### src/rtl/gray_sync_decoder.sv
// Gray-code receiver: synchronizes an asynchronous Gray count into clk, decodes
// it to binary, accepts single-bit steps into a running total and flags multi-bit jumps.
module gray_sync_decoder #(
  parameter int WIDTH       = 4,
  parameter int SYNC_STAGES = 2,
  parameter int ACC_WIDTH   = 16
) (
  input  logic                 clk,
  input  logic                 rst,
  input  logic [WIDTH-1:0]     gray_in,
  input  logic                 err_clr,
  output logic [WIDTH-1:0]     bin_out,
  output logic                 step,
  output logic                 dir,
  output logic [ACC_WIDTH-1:0] total,
  output logic                 hd_err,
  output logic                 err_sticky,
  output logic [1:0]           state
);

  localparam int CW  = $clog2(SYNC_STAGES + 1);
  localparam int PCW = $clog2(WIDTH + 1);

  typedef enum logic [1:0] {
    ST_INIT  = 2'd0,
    ST_TRACK = 2'd1,
    ST_FAULT = 2'd2
  } state_t;

  function automatic logic [WIDTH-1:0] gray2bin(input logic [WIDTH-1:0] g);
    logic [WIDTH-1:0] b;
    b[WIDTH-1] = g[WIDTH-1];
    for (int i = WIDTH - 2; i >= 0; i--) begin
      b[i] = b[i+1] ^ g[i];
    end
    return b;
  endfunction

  function automatic logic [PCW-1:0] popcount(input logic [WIDTH-1:0] v);
    logic [PCW-1:0] c;
    c = {PCW{1'b0}};
    for (int i = 0; i < WIDTH; i++) begin
      c = c + PCW'(v[i]);
    end
    return c;
  endfunction

  logic [WIDTH-1:0]     sync_q [SYNC_STAGES];
  state_t               state_q, state_d;
  logic [CW-1:0]        cnt_q, cnt_d;
  logic [WIDTH-1:0]     p_q, p_d;
  logic [WIDTH-1:0]     bin_q, bin_d;
  logic                 step_q, step_d;
  logic                 dir_q, dir_d;
  logic [ACC_WIDTH-1:0] total_q, total_d;
  logic                 hd_q, hd_d;
  logic                 sticky_q, sticky_d;

  logic [WIDTH-1:0]     s_cur;
  logic [WIDTH-1:0]     diff;
  logic [PCW-1:0]       pc;
  logic [WIDTH-1:0]     bin_s;
  logic [WIDTH-1:0]     bin_p;
  logic                 is_up;

  // Plain flop chain: no logic between stages so each bit resolves independently.
  always_ff @(posedge clk or posedge rst) begin
    if (rst) begin
      for (int i = 0; i < SYNC_STAGES; i++) begin
        sync_q[i] <= {WIDTH{1'b0}};
      end
    end else begin
      sync_q[0] <= gray_in;
      for (int i = 1; i < SYNC_STAGES; i++) begin
        sync_q[i] <= sync_q[i-1];
      end
    end
  end

  assign s_cur = sync_q[SYNC_STAGES-1];
  assign diff  = s_cur ^ p_q;
  assign pc    = popcount(diff);
  assign bin_s = gray2bin(s_cur);
  assign bin_p = gray2bin(p_q);
  assign is_up = (bin_s == (bin_p + WIDTH'(1)));

  // Next-state and registered-output computation.
  always_comb begin
    state_d  = state_q;
    cnt_d    = cnt_q;
    p_d      = p_q;
    bin_d    = bin_q;
    step_d   = 1'b0;
    dir_d    = dir_q;
    total_d  = total_q;
    hd_d     = 1'b0;
    sticky_d = sticky_q;

    if (err_clr) begin
      sticky_d = 1'b0;
    end else begin
      sticky_d = sticky_q;
    end

    case (state_q)
      ST_INIT: begin
        // The first sample only seeds the reference; it is never a step or an error.
        if (cnt_q == CW'(SYNC_STAGES)) begin
          p_d     = s_cur;
          bin_d   = bin_s;
          cnt_d   = {CW{1'b0}};
          state_d = ST_TRACK;
        end else begin
          cnt_d = cnt_q + CW'(1);
        end
      end
      ST_TRACK: begin
        if (pc == PCW'(1)) begin
          p_d    = s_cur;
          bin_d  = bin_s;
          step_d = 1'b1;
          dir_d  = is_up;
          if (is_up) begin
            total_d = total_q + ACC_WIDTH'(1);
          end else begin
            total_d = total_q - ACC_WIDTH'(1);
          end
        end else if (pc >= PCW'(2)) begin
          p_d      = s_cur;
          bin_d    = bin_s;
          hd_d     = 1'b1;
          sticky_d = 1'b1;
          state_d  = ST_FAULT;
        end else begin
          state_d = ST_TRACK;
        end
      end
      ST_FAULT: begin
        if (pc != PCW'(0)) begin
          p_d   = s_cur;
          bin_d = bin_s;
        end else begin
          p_d = p_q;
        end
        // A fresh multi-bit jump overrides a simultaneous clear request.
        if (pc >= PCW'(2)) begin
          hd_d     = 1'b1;
          sticky_d = 1'b1;
          state_d  = ST_FAULT;
        end else if (err_clr) begin
          state_d = ST_TRACK;
        end else begin
          state_d = ST_FAULT;
        end
      end
      default: begin
        state_d = ST_INIT;
        cnt_d   = {CW{1'b0}};
      end
    endcase
  end

  // State and output registers.
  always_ff @(posedge clk or posedge rst) begin
    if (rst) begin
      state_q  <= ST_INIT;
      cnt_q    <= {CW{1'b0}};
      p_q      <= {WIDTH{1'b0}};
      bin_q    <= {WIDTH{1'b0}};
      step_q   <= 1'b0;
      dir_q    <= 1'b0;
      total_q  <= {ACC_WIDTH{1'b0}};
      hd_q     <= 1'b0;
      sticky_q <= 1'b0;
    end else begin
      state_q  <= state_d;
      cnt_q    <= cnt_d;
      p_q      <= p_d;
      bin_q    <= bin_d;
      step_q   <= step_d;
      dir_q    <= dir_d;
      total_q  <= total_d;
      hd_q     <= hd_d;
      sticky_q <= sticky_d;
    end
  end

  assign bin_out    = bin_q;
  assign step       = step_q;
  assign dir        = dir_q;
  assign total      = total_q;
  assign hd_err     = hd_q;
  assign err_sticky = sticky_q;
  assign state      = state_q;

  gray_sync_decoder_chk u_chk (
    .clk        (clk),
    .rst        (rst),
    .step       (step_q),
    .hd_err     (hd_q),
    .err_sticky (sticky_q),
    .state      (state_q)
  );

endmodule

// Output invariants of gray_sync_decoder.
module gray_sync_decoder_chk (
  input logic       clk,
  input logic       rst,
  input logic       step,
  input logic       hd_err,
  input logic       err_sticky,
  input logic [1:0] state
);

  a_excl: assert property (@(posedge clk) disable iff (rst) !(step && hd_err));
  a_step_track: assert property (@(posedge clk) disable iff (rst) step |-> (state == 2'd1));
  a_hd_fault: assert property (@(posedge clk) disable iff (rst) hd_err |-> (state == 2'd2 && err_sticky));
  a_legal: assert property (@(posedge clk) disable iff (rst) state != 2'd3);

endmodule
### config.mk
export PLATFORM = sky130hd
export DESIGN_NAME = gray_sync_decoder
export DESIGN_NICKNAME = d
export VERILOG_FILES = /design/src/rtl/gray_sync_decoder.sv
export SDC_FILE = /design/constraint.sdc
export NUM_CORES = 1
export LEC_CHECK = 0
export BUFFER_PORTS_ARGS = -buffer_cell sky130_fd_sc_hd__clkbuf_2
export CORE_MARGIN = 2
export CORE_UTILIZATION = 55
export CTS_BUF_LIST = sky130_fd_sc_hd__clkbuf_4
export DETAILED_ROUTE_END_ITERATION = 10
export GPL_TIMING_DRIVEN = 0
export HOLD_SLACK_MARGIN = 0.1
export PLACE_DENSITY = 0.73
export SLEW_MARGIN = 10
export SYNTH_ARGS = -nofsm -noshare
export SYNTH_HDL_FRONTEND = slang
export SYNTH_SLANG_ARGS = --single-unit
export TNS_END_PERCENT = 20
### constraint.sdc
create_clock -name clk -period 5.1 [get_ports clk]
set_input_delay 0.51 -clock clk [delete_from_list [all_inputs] [get_ports clk]]
set_output_delay 0.51 -clock clk [all_outputs]
set_load 0.01 [all_outputs]
==> results of run 1 <==
[critical path, stage by stage, from the launching register on]
cell	delay, ns
dfrtp_1	0.47
xor2_1	0.27
ha_1	0.30
xnor2_1	0.15
and2_1	0.15
mux2_4	0.27
nand2_1	0.46
inv_1	0.18
fa_1	0.43
nor2b_1	0.14
o21a_1	0.14
o21ai_0	0.11
a21oi_1	0.30
a21oi_1	0.19
or4b_2	0.66
nand3_1	0.09
[worst paths after layout]
| path | start | endpoint | slack (ns) | cells after the start |
|---|---|---|---|---|
| min in group asynchronous | rst | total[3] | 0.62 | 3 |
| worst max-delay path | p_q[3] | total[10] | 0.73 | 15 |
| worst max register to register | p_q[3] | total[10] | 0.73 | 15 |
| max in group asynchronous | rst | p_q[1] | 4.05 | 4 |
| worst min-delay path | gray_in[0] | sync_q[4] | 0.26 | 1 |
| worst min register to register | sync_q[5] | s_cur[1] | 0.37 | 0 |
[cell families after synthesis]
group | synth area share, %
buffers and inverters | 3.36
AND/OR/NAND/NOR | 12.5
XOR/XNOR | 8.71
multiplexers | 5.15
flip-flops | 39.7
adder cells (fa/ha/maj) | 13.3
AO/OA/AOI/OAI | 17.2
[cell usage after synthesis, types with 2 or more instances]
master	n	area, µm²
dfrtp_1	39	976
ha_1	23	288
nand2_1	22	82.6
o21ai_0	18	90.1
a21oi_1	16	80.1
inv_1	13	48.8
xor2_1	13	114
nor2_1	10	37.5
mux2_2	9	101
a21o_1	7	52.6
xnor2_1	7	61.3
clkbuf_1	6	22.5
nand3_1	6	30.0
a31oi_1	4	25.0
nand2b_1	3	18.8
a211o_1	2	17.5
a211oi_1	2	15.0
and2_1	2	12.5
fa_1	2	40.0
nand3b_1	2	15.0
nand4_1	2	12.5
nand4b_1	2	17.5
nor2b_1	2	12.5
nor3_1	2	10.0
o211ai_1	2	15.0
o21a_1	2	15.0
o21bai_1	2	15.0
o31ai_1	2	15.0
or3_1	2	12.5
[metrics by stage]
stage	instances	hold slack, ns	instance area (µm²)	utilization, %	worst slack [ns]
final	340	0.261	2770	64.1	0.726
after global routing	340	0.237	2770	64.1	0.484
after CTS	340	0.243	2770	64.1	0.695
after detailed placement	331	0.342	2700	62.5	0.742
after global placement	330	0.332	2680	62.0	0.832
after floorplan	246	0.331	2460	-	1.39
[layout make-up]
type | count | share of cell area [%]
repair buffers | 34 | 6.86
multi-input cells | 186 | 50.4
well taps | 52 | 2.35
inverters | 14 | 1.90
clock inverters | 3 | 0.857
plain buffers | 7 | 1.08
flip-flops and latches | 39 | 35.2
clock buffers | 5 | 1.35
[routing by layer]
| metal | GRT usage, % | part of all wire (%) | vias up |
|---|---|---|---|
| met5 | 0 | 0 | - |
| met4 | 4.82 | 0.90 | 0 |
| met3 | 3.85 | 3.2 | 5 |
| met2 | 31.8 | 47 | 39 |
| met1 | 27.9 | 49 | 901 |
| li1 | - | - | 970 |
[registers in the layout, summed over array words and instances, names as in the netlist, 2 cells and up]
name	flops
cnt_q	2
sync_q	4
state	2
bin_out	3
s_cur	4
p_q	4
total	16
==> impl_metrics.json, run 1 <==
{
  "outcome": "finished clean",
  "die_w_um": 70.8,
  "start_kind": "flop",
  "num_vias": 1915,
  "clock-root-buffer": "clkbuf_4",
  "worstSetupPathType": "flop to flop",
  "place_congestion": 0.827,
  "grt_first_pass_wirelength_um": 8090,
  "async_reset_ff_share_pct": 100,
  "path_max_fanout": 16,
  "nNetsFinal": 319,
  "fillerInstances": 370,
  "insertion_delay_ns": 0.36,
  "wirelength_um": 4680,
  "required_ns": 5.40,
  "syn_area_per_cell_um2": 9.98,
  "ant_nets": 0,
  "portBuffers": 32,
  "area_growth_pct": 12.9,
  "grt_pass1_vias": 1789,
  "cts_buffers": 5,
  "cts_setup_buffers": 0,
  "start_util_pct": 56.8,
  "min_period_ns": 4.37,
  "drv_cap": 0,
  "h-tree-depth": 2,
  "relSlewSlack_pct": 58.8,
  "wl_per_cell_um": 13.8,
  "fin_crit_sh_pct": 85.8,
  "viasPerCell": 5.63,
  "drtIter0Drc": 108,
  "tightestPinTransition_ns": 0.617,
  "core_um2": 4320,
  "die_y_um": 70.8,
  "synth_cell_types": 51,
  "synth-edff-count": 0,
  "regArea_um2": 976,
  "dr.pass1.iters": 4,
  "hold_class": "primary input to flop",
  "rsz0062_at_grt": "no",
  "drive_above_1_share_pct": 20.1,
  "antenna_found_initial": 0,
  "ys.flop_type": "dfrtp_1",
  "multi_input_area_um2": 1400,
  "fp.dieArea_um2": 5020,
  "dpl.hpwl_um": 3520,
  "tns_ns": 0,
  "fin_skew_ns": 0.0147,
  "diodes": 0,
  "ctsHoldBuffers": 1,
  "cts_buffer_depth": 2,
  "report.final.hold_viol_count": 0,
  "finalSetupViolations": 0,
  "grt_use_total_pct": 19.8,
  "final_common_cell": "dfrtp_1",
  "cp-end-kind": "flop",
  "grt-ovfl-total": 0,
  "final_cell_mix": "dfrtp_1, clkbuf_2, ha_1, nand2_1, o21ai_0",
  "worstPathArrival_ns": 4.67,
  "synth_seq_cells": 39,
  "clk_pin_slew_ns": 0.14,
  "cts_resized": 0,
  "synth_nets": 278,
  "rows": 24,
  "yosysSeqAreaShare_pct": 39.7,
  "grt_max_degree": 30,
  "timing.fmax_mhz": 229,
  "num_io_pins": 33,
  "netlist_area_um2": 2460,
  "cts_tree": "yes",
  "drc_errors": 0,
  "ys.warnings.count": 0,
  "drv_slew": 0,
  "synthCells": 246,
  "clock_sinks": 39
}
Power of run 1 is left out: the tool's default activity adds up to more than one toggle a clock period on the data nets, which glitch-free logic cannot reach.
==> run 2, diff against run 1 <==
Settings changed: CORE_ASPECT_RATIO set to 1.75.
==> impl_metrics.json, run 2 (synthesis gave the netlist of run 1 again) <==
{
  "outcome": "finished clean",
  "cts_tree": "yes",
  "drv_slew": 0,
  "tightestPinTransition_ns": 0.615,
  "grt_max_degree": 24,
  "path_max_fanout": 16,
  "grt_pass1_vias": 1973,
  "wirelength_um": 5060,
  "multi_input_area_um2": 1400,
  "hold_class": "primary input to asynchronous set/reset pin",
  "cts_buffers": 5,
  "relSlewSlack_pct": 58.9,
  "cts_buffer_depth": 2,
  "place_congestion": 0.926,
  "clock-root-buffer": "clkbuf_4",
  "final_common_cell": "dfrtp_1",
  "rsz0062_at_grt": "no",
  "nNetsFinal": 318,
  "slowest_stage": "or4b_2",
  "required_ns": 5.39,
  "worstSetupPathType": "flop to flop",
  "wl_per_cell_um": 15.0,
  "worstPathArrival_ns": 4.70,
  "report.final.hold_viol_count": 0,
  "drv_cap": 0,
  "cp_common_cell": "a21oi_1",
  "fin_skew_ns": 0.00752,
  "num_io_pins": 33,
  "cp-end-kind": "flop",
  "drtIter0Drc": 33,
  "start_kind": "flop",
  "cp_cell_sequence": "xor2_1, ha_1, xnor3_1, and2_1, mux2_4, nand2_1, inv_1, fa_1, nor2b_1, o21a_1, o21ai_0, a21oi_1, a21oi_1, or4b_2, nand3_1",
  "drive_above_1_share_pct": 20.2,
  "startpoint": "p_q[3]",
  "clock_sinks": 39,
  "grt_use_total_pct": 22.6,
  "drc_errors": 0,
  "insertion_delay_ns": 0.34,
  "cts_setup_buffers": 0,
  "ant_nets": 0,
  "regArea_um2": 976,
  "area_growth_pct": 13.6,
  "dr.pass1.iters": 4,
  "die_y_um": 92.4,
  "ctsHoldBuffers": 0,
  "tns_ns": 0,
  "cts_resized": 0,
  "die_w_um": 54.5,
  "viasPerCell": 5.70,
  "h-tree-depth": 2,
  "fp.dieArea_um2": 5040,
  "crit-reg2reg-launch": "p_q[3]",
  "clk_pin_slew_ns": 0.12,
  "cpPeakStageDelay_ns": 0.65,
  "rows": 32,
  "final_cell_mix": "dfrtp_1, clkbuf_2, ha_1, nand2_1, o21ai_0",
  "timing.fmax_mhz": 227,
  "fin_crit_sh_pct": 86.4,
  "fillerInstances": 403,
  "grt_first_pass_wirelength_um": 8440,
  "min_period_ns": 4.41,
  "grt-ovfl-total": 0,
  "largest_reg_flops": 16,
  "start_util_pct": 56.3,
  "antenna_found_initial": 0,
  "finalSetupViolations": 0,
  "diodes": 0,
  "dpl.hpwl_um": 3910,
  "portBuffers": 32,
  "num_vias": 1926,
  "core_um2": 4360
}
==> run 2: critical path, delay by kind of cell, from the launching register on <==
family,cells,cell delay [ns]
XOR/XNOR,2,0.47
buffers and inverters,1,0.19
AND/OR/NAND/NOR,5,1.51
multiplexers,1,0.28
flip-flops,1,0.46
adder cells (fa/ha/maj),2,0.65
AO/OA/AOI/OAI,4,0.80
==> run 2: final timing paths <==
| path | end | slack (ns) | cells past startpoint |
|---|---|---|---|
| setup / recovery | total[10] | 0.69 | 15 |
| hold / removal | sync_q[6] | 0.11 | 2 |
| setup reg to reg | total[10] | 0.69 | 15 |
| hold reg to reg | s_cur[3] | 0.36 | 0 |
| max in group asynchronous | total[15] | 4.53 | 3 |
| min in group clk | sync_q[6] | 0.26 | 1 |
==> run 2: metrics by stage <==
step                hold slack (ns)  instances  utilization [%]  cell area (µm²)  setup WS (ns)
global placement              0.332        329             61.4             2680          0.787
finish                        0.115        338             63.9             2790          0.691
CTS                           0.110        338             63.9             2790          0.703
detailed placement            0.335        330             62.0             2710          0.755
global route                  0.131        338             63.9             2790          0.313
floorplan                     0.331        246                -             2460           1.39
==> run 2: cell type report <==
cell class,count,share of cell area [%]
Tap cell,51,2.29
Timing Repair Buffer,33,6.73
Clock inverter,3,1.57
Buffer,7,1.08
Inverter,14,1.88
Sequential cell,39,35.0
Clock buffer,5,1.35
Multi-Input combinational cell,186,50.1
==> run 2: per-layer routing <==
metal  wire length (µm)  vias up  global-route usage, %  share of wire [%]
met5                  0        -                      0                  0
met4                120        0                   10.0                2.4
met3                106       11                   3.06                2.1
met2               2930       35                   41.4                 58
met1               1910      924                   24.0                 38
li1                   -      956                      -                  -
Power of run 2 is left out for the same reason.
